### src/rtl/diad_pkg.sv
`default_nettype none
// ============================================================================
// Module      : diad_pkg
// Description : Shared widths and fetch-stage state encoding for the diad
//               pipeline front end.
// Revision    : 1.0 - initial release
// ============================================================================
package diad_pkg;

    // Default program-counter and instruction word widths
    localparam int c_PC_W    = 12;
    localparam int c_INSTR_W = 24;

    // Instruction-fetch stage occupancy
    //   ST_EMPTY : nothing in flight
    //   ST_WAIT  : memory read in flight, data on mem_rdata this cycle
    //   ST_HOLD  : instruction captured locally, downstream stalled
    typedef enum logic [1:0] {
        ST_EMPTY = 2'd0,
        ST_WAIT  = 2'd1,
        ST_HOLD  = 2'd2
    } fetch_state_t;

endpackage : diad_pkg
`default_nettype wire

### src/rtl/stage1if_skid.sv
`default_nettype none
// ============================================================================
// Module      : stage1if_skid
// Description : Hold register for the fetch stage. Captures the memory word
//               when the downstream stalls on a live read, and selects the
//               live word, the held word or zero for the stage output.
// Revision    : 1.0 - initial release
// ============================================================================
module stage1if_skid #(
    parameter int INSTR_W = 24
) (
    input  logic               clk,
    input  logic               rst,
    input  logic               i_load,
    input  logic               i_sel_live,
    input  logic               i_sel_hold,
    input  logic [INSTR_W-1:0] i_mem_rdata,
    output logic [INSTR_W-1:0] o_instr
);

    logic [INSTR_W-1:0] r_hold_q;

    // Capture the live memory word when it cannot be delivered this cycle
    always_ff @(posedge clk or posedge rst) begin
        if (rst) begin
            r_hold_q <= '0;
        end else if (i_load) begin
            r_hold_q <= i_mem_rdata;
        end
    end

    // Output select: held word wins, then the live word, otherwise zero
    always_comb begin
        o_instr = '0;
        if (i_sel_hold) begin
            o_instr = r_hold_q;
        end else if (i_sel_live) begin
            o_instr = i_mem_rdata;
        end
    end

endmodule : stage1if_skid
`default_nettype wire

### src/rtl/stage1if.sv
`default_nettype none
// ============================================================================
// Module      : stage1if
// Description : Instruction-fetch stage. Tracks one outstanding memory read,
//               presents the returned word with its PC one cycle after the
//               address, holds it across downstream stalls, and discards
//               everything on flush. Counts delivered instructions.
// Revision    : 1.0 - initial release
// ============================================================================
module stage1if
    import diad_pkg::*;
#(
    parameter int PC_W    = c_PC_W,
    parameter int INSTR_W = c_INSTR_W
) (
    input  logic               clk,
    input  logic               rst,
    input  logic               enable_in,
    input  logic [PC_W-1:0]    pc_in,
    input  logic [INSTR_W-1:0] mem_rdata,
    input  logic               stall_in,
    input  logic               flush_in,
    output logic [PC_W-1:0]    pc_out,
    output logic [INSTR_W-1:0] instr_out,
    output logic               enable_out,
    output logic               stall_out,
    output logic [15:0]        fetch_count
);

    fetch_state_t      r_state;
    fetch_state_t      w_state_next;
    logic [PC_W-1:0]   r_pc_q;
    logic [15:0]       r_fetch_count;
    logic              w_accept;
    logic              w_in_wait;
    logic              w_in_hold;
    logic              w_deliver;

    assign w_in_wait  = (r_state == ST_WAIT);
    assign w_in_hold  = (r_state == ST_HOLD);

    // A held instruction blocks upstream even if downstream frees up this cycle
    assign stall_out  = stall_in | w_in_hold;
    assign w_accept   = enable_in & ~stall_out & ~flush_in;
    assign enable_out = (w_in_wait | w_in_hold) & ~flush_in;
    assign w_deliver  = enable_out & ~stall_in;
    assign pc_out     = r_pc_q;
    assign fetch_count = r_fetch_count;

    // State register
    always_ff @(posedge clk or posedge rst) begin
        if (rst) begin
            r_state <= ST_EMPTY;
        end else begin
            r_state <= w_state_next;
        end
    end

    // Next-state logic; flush overrides stall and accept
    always_comb begin
        w_state_next = r_state;
        if (flush_in) begin
            w_state_next = ST_EMPTY;
        end else begin
            case (r_state)
                ST_EMPTY: w_state_next = w_accept ? ST_WAIT : ST_EMPTY;
                ST_WAIT: begin
                    if (stall_in) begin
                        w_state_next = ST_HOLD;
                    end else begin
                        w_state_next = w_accept ? ST_WAIT : ST_EMPTY;
                    end
                end
                ST_HOLD:  w_state_next = stall_in ? ST_HOLD : ST_EMPTY;
                default:  w_state_next = ST_EMPTY;
            endcase
        end
    end

    // Latch the PC of each accepted address
    always_ff @(posedge clk or posedge rst) begin
        if (rst) begin
            r_pc_q <= '0;
        end else if (w_accept) begin
            r_pc_q <= pc_in;
        end
    end

    // Delivered-instruction counter, wraps naturally at 16 bits
    always_ff @(posedge clk or posedge rst) begin
        if (rst) begin
            r_fetch_count <= '0;
        end else if (w_deliver) begin
            r_fetch_count <= r_fetch_count + 16'd1;
        end
    end

    stage1if_skid #(
        .INSTR_W (INSTR_W)
    ) u_skid (
        .clk         (clk),
        .rst         (rst),
        .i_load      (w_in_wait & stall_in & ~flush_in),
        .i_sel_live  (w_in_wait & ~flush_in),
        .i_sel_hold  (w_in_hold & ~flush_in),
        .i_mem_rdata (mem_rdata),
        .o_instr     (instr_out)
    );

endmodule : stage1if
`default_nettype wire

### config.mk
export PLATFORM = sky130hd
export DESIGN_NAME = stage1if
export DESIGN_NICKNAME = d
export VERILOG_FILES = /design/src/rtl/diad_pkg.sv /design/src/rtl/stage1if_skid.sv /design/src/rtl/stage1if.sv
export SDC_FILE = /design/constraint.sdc
export NUM_CORES = 1
export LEC_CHECK = 0
export ABC_AREA = 1
export CAP_MARGIN = 20
export CORE_MARGIN = 2
export CORE_UTILIZATION = 50
export DETAILED_ROUTE_END_ITERATION = 6
export PLACE_DENSITY = 0.88
export REMOVE_ABC_BUFFERS = 1
export SLEW_MARGIN = 20
export SYNTH_ARGS = -nofsm -noshare
export SYNTH_HDL_FRONTEND = slang
export SYNTH_HIERARCHICAL = 1
export SYNTH_SLANG_ARGS = --single-unit
### constraint.sdc
create_clock -name clk -period 3.7 [get_ports clk]
set_input_delay 0.74 -clock clk [delete_from_list [all_inputs] [get_ports clk]]
set_output_delay 0.74 -clock clk [all_outputs]
set_load 0.02 [all_outputs]
* Word level (Yosys, flattened, before mapping)
Index checks and enable logic that the tools add are counted.
** Storage, ports and cells
- Flip-flop bits (word level) :: 54
- Latch bits :: 0
- Bits in writable memories :: 0
- Bits in read-only memories :: 0
- Input port bits :: 41
- Output and inout bits :: 54
- Logic and storage cells :: 28
- Memories kept :: 0
** Operators by class
- Add/subtract/negate cells :: 1
- Multiply operators :: 0
- Div/mod/pow operators :: 0
- $lt $le $gt $ge :: 0
- Equality and inequality tests :: 2
- Shift-type cells :: 0
- Multiplexer cells :: 7
- Bitwise logic cells :: 13
- Reduce and logical (&&, ||, !) cells :: 1
** Operators by type and width (number)
- $mux 24 :: 2
- $add 16x1->16 const B :: 1
- $and 1x1->1 :: 8
- $mux 2 :: 3
- $pmux 2 s3 :: 1
- $not 1->1 :: 3
- $eq 2x1->1 const B :: 1
- $eq 2x2->1 const B :: 1
- $logic_not 2->1 :: 1
- $or 1x1->1 :: 2
- $mux 1 :: 1

* Logic depth before layout (Yosys ltp)
- Depth after elaboration :: 9
- Mapped depth :: 9
- Depth with buffers taken out :: 9

* By module
Netlist, hierarchy kept.
** By module, submodules not included
- stage1if :: times used 1, cells each 176, area an instance 1526.5 um^2, sequential area each 750.7 um^2
- stage1if_skid :: times used 1, cells each 182, area an instance 1385.1 um^2, sequential area each 600.6 um^2

* Least setup slack after synthesis
Ideal clock, no wire load.
- Kind :: input-to-output
- From :: input port flush_in
- To :: output port instr_out[12]
- Arrival time :: 1493 ps
- Path slack :: 1467 ps
- Cell stages on the path :: 4
- Path buffers :: 1
- Path through :: nor2_1 > buf_6 > nand3_1 > nand2_1
** On the way
- Cells in the longest elaborated chain, start to end :: 4
- Elaborated cells between the ends (all ways) :: 5
- Classes of those cells :: mux: 2; bitwise: 3
** RTL lines
- from (decl) :: line stage1if.sv:22 : input logic flush_in,
- $not 1->1 (*) :: line stage1if.sv:104, stage1if.sv:105
- $and 1x1->1 :: line stage1if.sv:104 : .i_sel_live (w_in_wait & ~flush_in),
- $mux 24 :: line stage1if_skid.sv:37 : end else if (i_sel_live) begin
- $mux 24 (*) :: line stage1if_skid.sv:35 : if (i_sel_hold) begin
- to (decl) :: line stage1if.sv:24 : output logic [INSTR_W-1:0] instr_out,
Every way passes the cells marked *; elsewhere a longest branch is shown, timed or not.

* Worst setup path after layout
- From :: input port flush_in
- To :: output port instr_out[1]
The elaborated chain is that of the path after synthesis.

==> summary.txt <==
Reg clk slew, reported paths -> 100 ps
fraction of registers with async set/reset -> 100%
number of synthesized flops with an enable pin -> 0
largest net degree at the start of global routing -> 49
most instantiated cells after synthesis -> 112 x nand2_1, 59 x inv_1, 54 x dfrtp_1
fin. max-slew vios -> 0
Mapped Area -> 2910 sq um
run status -> finished, final reports clean
fin crit share -> 92.2%
drt total wl -> 6550 um
CTS tree -> done
CP endpoint kind -> output pin
top-count cell post-synth -> nand2_1
Slowest Stage Delay on Critical Path -> 610 ps
pwr/cell area -> 390 nW/um^2
Post-DP HPWL -> 4810 um
wire per inst -> 12.5 um
TritonCTS buffer count -> 5
Req. time, crit path -> 2960 ps
Clock Skew -> 6.72 ps
RSZ-0062 raised after global routing -> false
delay-heaviest family, CP -> buffers and inverters
Top Ports -> 95
Synth warnings -> 6
DR pass1 iterations -> 4
Crit-path slowest cell -> clkdlybuf4s50_1
critical path arrival -> 2670 ps
#FFs+latches synth -> 54
CTS resizes -> 0
nets -> 495
die area -> 6450 sq um
Antenna Nets Post-Route -> 0
# diodes -> 0
clk buf depth -> 2
CTS H-Tree Depth -> 2
I/O Buffers -> 94
GP Congestion -> 0.854
first-pass GRT wire length -> 11000 um
worst-path maximum fanout -> 19
Most used DFF post-synth -> dfrtp_1
fraction of layout instances using a drive strength above 1 -> 10.2%
Max VDD drop -> 198 uV
total number of vias -> 2550
initial antenna violation count -> 0
Worst slew margin -> 41.2%
clock net sink count -> 54
register area share after synthesis -> 46.4%
fillers -> 439
cts hold-fix bufs -> 0
Pwr Total -> 1.55 mW
post-route cell area -> 3970 sq um
initial core utilization -> 52.2%
clk root buf -> clkbuf_8
Core Footprint -> 5570 sq um
Worst Tran Pin Value -> 882 ps
Mapped Cells -> 358
synthesized area per cell -> 8.13 sq um
FMAX -> 293 MHz
Cell Rows -> 27
Tmin final -> 3410 ps
crit-path cells -> clkdlybuf4s50_1, nor2_2, buf_12, nand2_1, nand2_1, clkdlybuf4s50_1
reported max-cap violation count -> 0
endpoints failing setup -> 0
area fraction of the dominant cell type after synthesis -> 46.4%
Iter 0 DRT Violations -> 130
all-layer global routing usage -> 21.4%
vias in the first global route -> 2549
CP bufs+invs -> 3
worst skew pair latency -> 300 ps
Via density -> 4.89
die width -> 80.3 um
cell taking the most area after synthesis -> dfrtp_1
Worst Setup Start Kind -> input pin
Setup CP Type -> in2out
drc violations -> 0
worst hold path type -> reg2reg
Area growth syn-to-layout -> 36.3%
DP Area -> 3860 sq um
count of unique library cells instantiated by Yosys -> 30
Leak -> 1.93 nW
synth top area cells -> dfrtp_1 46%, nand2_1 14%, inv_1 7.6%
Vert. Die Dim -> 80.3 um
Hold Fails Final Rpt -> 0
total grt overflow -> 0
post-CTS setup buffer count -> 0
sequential cells by signal, indices dropped and copies added (netlist names):
signal	cells
u_skid/r_hold_q	24
fetch_count	16
r_state	2
pc_out	12
final cells by class:
class                   count  area, sq um  share of cell area, %
well taps                  72         90.1                   2.27
multi-input cells         228         1200                   30.2
clock inverters             3         40.0                   1.01
inverters                  62          238                   5.99
repair buffers             98          983                   24.8
clock buffers               5         68.8                   1.73
flip-flops and latches     54         1350                   34.0
power by group:
group          switching [mW]  internal, mW  total (mW)  leakage (nW)
Clock                   0.188         0.199       0.388        0.0579
Combinational           0.192         0.185       0.377          1.20
Sequential             0.0816         0.703       0.785         0.669
Total                   0.462          1.09        1.55          1.93
cells in the final DEF (no fill, tap or decap):
cell type          n
a211oi_2           1
buf_12             1
buf_4              3
bufinv_16          1
clkbuf_8           5
clkdlybuf4s50_1   94
clkinv_2           2
dfrtp_1           54
ha_1               5
inv_1             58
inv_2              3
inv_6              1
mux2_2             1
nand2_1          112
nand2_2            1
nand2_4            2
nand3_1           27
nand3_2            5
nand3_4            1
nand3b_1           3
nand4_1            1
nor2_1             8
nor2_2             6
nor2_4             3
nor3_1             3
nor3_2             1
o21ai_0           23
o21ai_1            8
o21ai_2            9
xnor2_1            4
xor2_1             4
metrics by stage:
step / std cells / setup WS (ps) / TNS, ps / util [%] / hold slack [ps]
finish: 522 / 287 / 0 / 71.2 / 498
global route: 522 / 182 / 0 / 71.2 / 530
CTS: 522 / 291 / 0 / 71.2 / 503
detailed placement: 514 / 313 / 0 / 69.2 / 477
global placement: 514 / 317 / 0 / 69.2 / 469
floorplan: 344 / -220 / -3650 / - / 483
tightest hold or removal path: cells and delay by family, from the launching register on:
| kind | cells | cell delay (ps) |
|---|---|---|
| compound gates | 1 | 60 |
| flops | 1 | 360 |
| simple gates | 1 | 50 |
metal layers:
layer	track usage (%)	share of wire (%)	vias to the layer above
li1	-	-	1273
met1	25.4	44	1197
met2	38.9	50	78
met3	4.72	5.6	2
met4	5.59	0.38	0
met5	0	0	-
kinds of logic after synthesis:
group / Yosys count / share of synthesized area (%)
AND/OR/NAND/NOR: 173 / 27.4
multiplexers: 1 / 0.387
AO/OA/AOI/OAI: 41 / 8.47
XOR/XNOR: 8 / 2.41
adder cells (fa/ha/maj): 5 / 2.15
flip-flops: 54 / 46.4
buffers and inverters: 76 / 12.8
worst paths after layout:
| path | slack, ps | from | end | depth (start not counted) |
|---|---|---|---|---|
| worst max-delay path | 290 | flush_in | instr_out[1] | 6 |
| worst min-delay path | 500 | pc_out[0] | pc_out[0] | 2 |
| worst max register to register | 2040 | r_state[0] | fetch_count[15] | 9 |
| worst min register to register | 500 | pc_out[0] | pc_out[0] | 2 |
| max in group asynchronous | 2180 | rst | u_skid/r_hold_q[15] | 2 |
| min in group asynchronous | 850 | rst | fetch_count[14] | 2 |
Note: power is estimated with default switching activity, not from simulation.
